==> src/rtl/hazard_pkg.sv <==
// Shared definitions for the ID-stage hazard controller: FSM states,
// register-zero constant, counter width and the source-match helper.
package hazard_pkg;

  typedef enum logic {
    RUN  = 1'b0,
    HOLD = 1'b1
  } state_t;

  localparam logic [4:0] REG_ZERO      = 5'd0;
  localparam int unsigned COUNTER_WIDTH = 32;

  // Register 0 is hardwired, so it never creates a dependency.
  function automatic logic reg_match(input logic [4:0] dst,
                                     input logic [4:0] src,
                                     input logic       uses);
    return uses && (dst == src) && (src != REG_ZERO);
  endfunction

endpackage

==> src/rtl/hazard_control_sat_counter.sv <==
// Saturating up-counter with synchronous active-high reset; holds at all-ones.
module sat_counter #(
  parameter int unsigned WIDTH = 32
) (
  input  logic             clk,
  input  logic             reset,
  input  logic             inc,
  output logic [WIDTH-1:0] count
);

  logic [WIDTH-1:0] r_count;

  always_ff @(posedge clk) begin
    if (reset) begin
      r_count <= '0;
    end else if (inc && (r_count != '1)) begin
      r_count <= r_count + 1'b1;
    end
  end

  assign count = r_count;

endmodule

==> src/rtl/hazard_control.sv <==
// ID-stage hazard unit: load-use and compare-in-ID branch stalls, taken-branch
// IF/ID flush, and saturating stall/flush event counters.
module hazard_control
  import hazard_pkg::*;
(
  input  logic                     clk,
  input  logic                     reset,
  input  logic [4:0]               idRs,
  input  logic [4:0]               idRt,
  input  logic                     idUsesRs,
  input  logic                     idUsesRt,
  input  logic                     idBranch,
  input  logic                     branchTaken,
  input  logic                     exMemRead,
  input  logic                     exRegWrite,
  input  logic [4:0]               exWriteAddress,
  input  logic                     memMemRead,
  input  logic [4:0]               memWriteAddress,
  output logic                     pcWrite,
  output logic                     ifIdWrite,
  output logic                     hazard,
  output logic                     ifIdFlush,
  output logic [COUNTER_WIDTH-1:0] stallCount,
  output logic [COUNTER_WIDTH-1:0] flushCount
);

  state_t r_state;

  logic w_ex_match;
  logic w_mem_match;
  logic w_req1;
  logic w_req2;
  logic w_req;

  assign w_ex_match  = reg_match(exWriteAddress, idRs, idUsesRs)
                     | reg_match(exWriteAddress, idRt, idUsesRt);
  assign w_mem_match = reg_match(memWriteAddress, idRs, idUsesRs)
                     | reg_match(memWriteAddress, idRt, idUsesRt);

  // 1-bubble rules: load-use, branch on ALU result in EX, branch on load in MEM.
  assign w_req1 = (exMemRead && w_ex_match)
                | (idBranch && exRegWrite && !exMemRead && w_ex_match)
                | (idBranch && memMemRead && w_mem_match && !w_ex_match);
  // Branch on a load still in EX needs two bubbles; it dominates the others.
  assign w_req2 = idBranch && exMemRead && w_ex_match;
  assign w_req  = w_req1 || w_req2;

  always_ff @(posedge clk) begin
    if (reset) begin
      r_state <= RUN;
    end else begin
      unique case (r_state)
        RUN:     r_state <= w_req2 ? HOLD : RUN;
        HOLD:    r_state <= RUN;
        default: r_state <= RUN;
      endcase
    end
  end

  // Detection is combinational so the stall takes effect in the same cycle.
  always_comb begin
    pcWrite   = 1'b1;
    ifIdWrite = 1'b1;
    hazard    = 1'b0;
    ifIdFlush = 1'b0;
    if (!reset) begin
      if ((r_state == HOLD) || w_req) begin
        pcWrite   = 1'b0;
        ifIdWrite = 1'b0;
        hazard    = 1'b1;
      end else begin
        ifIdFlush = branchTaken;
      end
    end
  end

  sat_counter #(.WIDTH(COUNTER_WIDTH)) u_stall_cnt (
    .clk   (clk),
    .reset (reset),
    .inc   (hazard),
    .count (stallCount)
  );

  sat_counter #(.WIDTH(COUNTER_WIDTH)) u_flush_cnt (
    .clk   (clk),
    .reset (reset),
    .inc   (ifIdFlush),
    .count (flushCount)
  );

endmodule

==> config.mk <==
export PLATFORM = sky130hd
export DESIGN_NAME = hazard_control
export DESIGN_NICKNAME = d
export VERILOG_FILES = /design/src/rtl/hazard_pkg.sv /design/src/rtl/hazard_control_sat_counter.sv /design/src/rtl/hazard_control.sv
export SDC_FILE = /design/constraint.sdc
export NUM_CORES = 1
export LEC_CHECK = 0
export ABC_AREA = 1
export BUFFER_PORTS_ARGS = -buffer_cell sky130_fd_sc_hd__clkbuf_2
export CORE_MARGIN = 2
export CORE_UTILIZATION = 45
export DETAILED_ROUTE_END_ITERATION = 12
export PLACE_DENSITY = 0.7
export RECOVER_POWER = 50
export SYNTH_ARGS = -nofsm -noshare
export SYNTH_HDL_FRONTEND = slang
export SYNTH_SLANG_ARGS = --single-unit
==> constraint.sdc <==
create_clock -name clk -period 1.9 [get_ports clk]
set_clock_uncertainty 0.15 [all_clocks]
set_input_delay 0.095 -clock clk [delete_from_list [all_inputs] [get_ports clk]]
set_output_delay 0.095 -clock clk [all_outputs]
set_load 0.02 [all_outputs]
Word level (Yosys, flattened, before mapping). Cells that the tools add are included.

Add/sub/neg operators: 2. $mul: 0. Divide/modulo/power cells: 0. Order comparisons: 0. Equality and inequality tests: 6. Shift operators: 0. Mux-type cells: 8. Bitwise operators: 5. Reduce and logical (&&, ||, !) cells: 25.

Operators by type and width (number): $add 32x1->32 const B (2); $ne 32x32->1 const B (2); $eq 5x5->1 (4); $logic_and 1x1->1 (19); $reduce_bool 5->1 (2); $mux 1 (7); $or 1x1->1 (4); $logic_not 1->1 (2); $logic_or 1x1->1 (2); $pmux 1 s2 (1); $not 1->1 (1).

Flip-flop bits (word level): 65. Bits in latches: 0. RAM bits: 0. Bits in read-only memories: 0. Input bits: 29. Logic and storage cells: 49. Memories: 0.

Longest topological paths before layout.
Word-level depth: 12. Mapped depth: 15. Gate-level depth less buffers: 15.

Cells and area by module. A second synthesis with hierarchy kept.

Cell total of the unflattened synthesis: 781. Area, all modules: 4694.5 µm².

Modules (own cells, without submodules): sat_counter (instances 2, cells each 324, area each 2062.0 µm², sequential area each 640.6 µm²); hazard_control (instances 1, cells each 133, area each 570.5 µm², sequential area each 20.0 µm²).

Worst setup path after synthesis. Ideal clock, no wire load.

Path type: register to register. From: register u_stall_cnt.r_count[1], in the netlist u_stall_cnt.count[1]. To: register u_stall_cnt.r_count[26], in the netlist u_stall_cnt.count[26]. Library setup time: 0.070 ns. Arrival: 1.849 ns. Slack: -0.169 ns. Cell stages (with the launch flop): 11. Buffers on the path: 1. Cell sequence: dfxtp_1 > ha_1 > nand2_1 > nor2_4 > nand3_2 > nor3_4 > nand4_4 > nand3_2 > buf_6 > nand2_1 > a21oi_1.

Longest elaborated chain between the ends: 2. Elaborated cells between the ends (all ways): 3. Those cells by class: add/sub (1); eq/ne (1); reduce/logical (1).

RTL lines: start: declaration (RTL line hazard_control_sat_counter.sv:11) `logic [WIDTH-1:0] r_count;`; start signal: assignment (RTL line hazard_control_sat_counter.sv:17) `r_count <= r_count + 1'b1;`; parallel branches: the longest is 2 deep, another holds $add 32x1->32.

Several ways; the timed one is not identified. A chain may end at the register's enable or synchronous reset.

Worst setup path after layout.
From: register u_flush_cnt.r_count[11], in the netlist u_flush_cnt.count[11]. To: register u_flush_cnt.r_count[29], in the netlist u_flush_cnt.count[29].

Longest elaborated chain between the ends: 2. Elaborated cells between the ends (all ways): 3. Those cells by class: add/sub (1); eq/ne (1); reduce/logical (1).

RTL lines (RTL line): start: declaration (hazard_control_sat_counter.sv:11); start signal: assignment (hazard_control_sat_counter.sv:17); parallel branches: the longest is 2 deep, another holds $add 32x1->32.

Several ways; the timed one is not identified.

==> flow_summary.json <==
{
  "outcome": "complete, but fails checks",
  "failed_checks": "setup timing",
  "setup_viol_count_final": 46,
  "final_period_minus_worst_setup_slack_ns": 2.01,
  "syn_nets": 812,
  "cap_viol_max_count": 0,
  "worst_path_cell_chain": "buf_4 -> nand2_1 -> nor2_1 -> nand2_1 -> nor3_1 -> nand2_1 -> xor2_1 -> inv_1 -> nand4_1 -> nand2_1 -> nor2_1",
  "worstPathMaxFanout": 4,
  "multi_input_comb_area_sq_um": 3550,
  "rsz0062_at_grt": "true",
  "insertedDiodeCount": 0,
  "design.die.area_sq_um": 11400,
  "grt_remaining_overflow": 0,
  "ant_nets": 0,
  "end_kind": "flip-flop",
  "synth_edf_count": 0,
  "die_width_um": 107,
  "cts_inserted_buffers": 9,
  "fin_nets": 1008,
  "first_iter_violations": 340,
  "timing.slew.headroom_pct": 64.7,
  "syn_inst": 781,
  "grt_util_met2_pct": 42.8,
  "hold_violations": 0,
  "timing.setup.tns_ns": -0.994,
  "criticalPathCategory": "reg -> reg",
  "cp_data_arrival_time_ns": 2.12,
  "met1_usage_in_global_routing_pct": 32.7,
  "synth_top_area_share_pct": 27.5,
  "first_global_vias": 5000,
  "worst-path-buf-inv": 2,
  "worst_setup_hold_path_clk_slew_ns": 0.08,
  "synth.avg_cell_area_sq_um": 6.06,
  "floorplan.initialDensity_pct": 46.1,
  "timing.rr.start": "u_flush_cnt.count[11]$_SDFFE_PP0P_",
  "detailroute.via_count": 5787,
  "worst_slack_ns": -0.114,
  "worst_path_dominant_cell_family": "simple AND/OR/NAND/NOR gates",
  "cts_buffer_depth": 2,
  "finalNonFillerCells": 1118,
  "post_route_cells_drive_above_1_share_pct": 36.4,
  "placement.io_buffers": 96,
  "layout_worst_path_cycle_share_pct": 106,
  "clock.fmax_mhz": 496,
  "dominant_combinational_cell_family_by_area_after_synthesis": "simple AND/OR/NAND/NOR gates",
  "synth.area.top_cells": "sky130_fd_sc_hd__dfxtp_1, sky130_fd_sc_hd__nand2_1, sky130_fd_sc_hd__nor2_1, sky130_fd_sc_hd__xor2_1, sky130_fd_sc_hd__inv_1",
  "place.gp.congestion": 0.926,
  "synthesis_warnings": 0,
  "hold-worst-slack_ns": 0.230,
  "core_area_sq_um": 10300,
  "htree_levels": 3,
  "syn_area_sq_um": 4730,
  "xor_xnor_portion_of_the_synthesized_cell_area_pct": 10.9,
  "critPathRequiredTime_ns": 2.01,
  "route.detailed.vias_per_inst": 5.18,
  "drt-wirelength-per-cell_um": 14.3,
  "max_incr_delay_on_cp_ns": 0.36,
  "dpl.hpwl_mm": 10.8,
  "drc_errors": 0,
  "synth_mux_area_share_pct": 0,
  "flow.area_growth_from_synthesis_pct": 50.6,
  "holdCritStartpoint": "branchTaken",
  "tritoncts_num_sinks": 65,
  "dp_cells": 1077,
  "worstSetupStartpoint": "u_flush_cnt.count[11]$_SDFFE_PP0P_",
  "power.ir.vdd_worst_uv": 269,
  "synth_area_leader_cell": "sky130_fd_sc_hd__dfxtp_1",
  "cts_root_buffer": "sky130_fd_sc_hd__clkbuf_8",
  "synth_simple_gate_area_share_pct": 44.9,
  "finalMaxSlewViolations": 0,
  "worst_path_most_repeated_cell": "sky130_fd_sc_hd__nand2_1",
  "clkLatencyLatePin_ns": 0.36,
  "asr_flop_ratio_synth_pct": 0,
  "floorplan.rows": 37,
  "ys_seq_area_share_pct": 27.5,
  "grt_first_pass_wirelength_mm": 23.5,
  "first_pass_iters": 5,
  "worstSetupStartpointType": "flip-flop",
  "post_synth_num_cell_types": 31,
  "synth.ff_latch_count": 65,
  "worst-slew-pin-transition_ns": 0.529,
  "grt_start_max_net_pins": 32,
  "power_leakage_nw": 3.17,
  "slowest_stage": "sky130_fd_sc_hd__dfxtp_2",
  "gr-usage-met3_pct": 4.98,
  "synth_compound_gate_area_share_pct": 4.97,
  "grtUsageTotal_pct": 25.4,
  "final-seq-area_sq_um": 1340,
  "antenna_found_initial": 0,
  "grt.busiest_layer": "met2",
  "tritoncts": "done",
  "pwr_density_cell_nw_per_um2": 449,
  "class_of_the_worst_hold_path": "in -> reg",
  "synth_adder_area_share_pct": 0.529,
  "synth_flop_cell": "sky130_fd_sc_hd__dfxtp_1",
  "drt_wl_total_mm": 16.0,
  "fill_cells": 894,
  "fp.dieH_um": 107,
  "num_io_pins": 97
}
==> placed cells by master (no fill, tap or decap), types with 8 or more instances in the layout <==
cell type                  synthesis  final
sky130_fd_sc_hd__dfxtp_1          65     48
sky130_fd_sc_hd__clkbuf_1         12     34
sky130_fd_sc_hd__xor2_1           44     44
sky130_fd_sc_hd__clkbuf_8          0     10
sky130_fd_sc_hd__inv_2            10     12
sky130_fd_sc_hd__nand3_2           2      8
sky130_fd_sc_hd__nand2_4           0     31
sky130_fd_sc_hd__dfxtp_2           0     11
sky130_fd_sc_hd__nand4_1          52     52
sky130_fd_sc_hd__nand3_1          35     27
sky130_fd_sc_hd__nor3_2            4      8
sky130_fd_sc_hd__buf_4             7     93
sky130_fd_sc_hd__nor2_1          116    105
sky130_fd_sc_hd__nand2_2           1     31
sky130_fd_sc_hd__clkbuf_2          0     65
sky130_fd_sc_hd__a21oi_2           0     27
sky130_fd_sc_hd__nor3_1           20     13
sky130_fd_sc_hd__xnor2_1          15     15
sky130_fd_sc_hd__nand2_1         239    178
sky130_fd_sc_hd__inv_1            89     87
sky130_fd_sc_hd__nor2_2            5     13
==> tightest hold or removal path, stage by stage <==
cell                       delay, ns
sky130_fd_sc_hd__clkbuf_2       0.08
sky130_fd_sc_hd__inv_1          0.08
sky130_fd_sc_hd__nor2_1         0.08
sky130_fd_sc_hd__buf_4          0.19
sky130_fd_sc_hd__nand4_1        0.10
sky130_fd_sc_hd__nand2_1        0.05
sky130_fd_sc_hd__inv_1          0.04
==> where the power goes <==
part	switching, mW	internal, mW
Clock	0.571	0.507
Combinational	0.412	0.277
Sequential	0.0325	1.40
Total	1.02	2.18
==> per-layer routing <==
layer / wire [um] / part of all wire [%]
met3: 945 / 5.9
met2: 7920 / 49
met1: 6910 / 43
met5: 0 / 0
met4: 249 / 1.6
==> flip-flops by register name, indices dropped and copies added, names as in the netlist <==
register and cells:
r_state 1, u_flush_cnt.count 32, u_stall_cnt.count 32
==> kinds of logic after synthesis <==
| logic type | after synthesis |
|---|---|
| buf+inv | 127 |
| fa+ha+maj | 2 |
| xor+xnor | 59 |
| compound gates | 46 |
| flops | 65 |
| simple gates | 482 |
==> stage by stage <==
stage	power (mW)	instance area, sq um	util, %	setup slack (ns)
global placement	2.02	6010	58.5	-0.00913
finish	3.20	7130	69.4	-0.114
CTS	3.09	6310	61.4	-0.0444
floorplan	1.80	4780	-	0.0117
detailed placement	2.03	6010	58.5	-0.0836
global route	3.34	7130	69.4	-0.209
==> synth_stat cells, types with 2 or more instances <==
master,n
sky130_fd_sc_hd__inv_1,89
sky130_fd_sc_hd__nor2_2,5
sky130_fd_sc_hd__dfxtp_1,65
sky130_fd_sc_hd__buf_6,3
sky130_fd_sc_hd__o21ai_1,4
sky130_fd_sc_hd__xnor2_1,15
sky130_fd_sc_hd__buf_4,7
sky130_fd_sc_hd__nand2_1,239
sky130_fd_sc_hd__a21oi_1,33
sky130_fd_sc_hd__buf_1,2
sky130_fd_sc_hd__nand4_2,2
sky130_fd_sc_hd__nor3_2,4
sky130_fd_sc_hd__nand3_2,2
sky130_fd_sc_hd__nand4_1,52
sky130_fd_sc_hd__ha_1,2
sky130_fd_sc_hd__o21ai_0,7
sky130_fd_sc_hd__inv_2,10
sky130_fd_sc_hd__xor2_1,44
sky130_fd_sc_hd__buf_2,4
sky130_fd_sc_hd__nand3b_1,2
sky130_fd_sc_hd__nor3_1,20
sky130_fd_sc_hd__clkbuf_1,12
sky130_fd_sc_hd__nor2_1,116
sky130_fd_sc_hd__nand3_1,35
==> cell type report <==
| class | instances | share of cell area [%] |
|---|---|---|
| clock buffers | 13 | 2.09 |
| clock inverters | 3 | 0.246 |
| inverters | 99 | 5.21 |
| multi-input cells | 590 | 49.7 |
| flip-flops and latches | 65 | 18.8 |
| well taps | 136 | 2.39 |
| repair buffers | 212 | 21.6 |
==> worst paths after layout <==
path	cells after the start	slack, ns	to
hold / removal	7	0.23	u_flush_cnt.count[31]$_SDFFE_PP0P_
setup / recovery	11	-0.11	u_flush_cnt.count[29]$_SDFFE_PP0P_
hold reg to reg	2	0.35	u_stall_cnt.count[13]$_SDFFE_PP0P_
setup reg to reg	11	-0.11	u_flush_cnt.count[29]$_SDFFE_PP0P_
==> what timing repair did <==
action	4_1_cts	5_1_grt
buffers inserted	5	6
pin swaps	19	41
gates cloned	1	10
hold buffers	3	0
endpoints found under the setup margin	16	67
resized for setup	10	174
endpoints found under the hold margin	4	0
(Power assumes the default switching activity.)
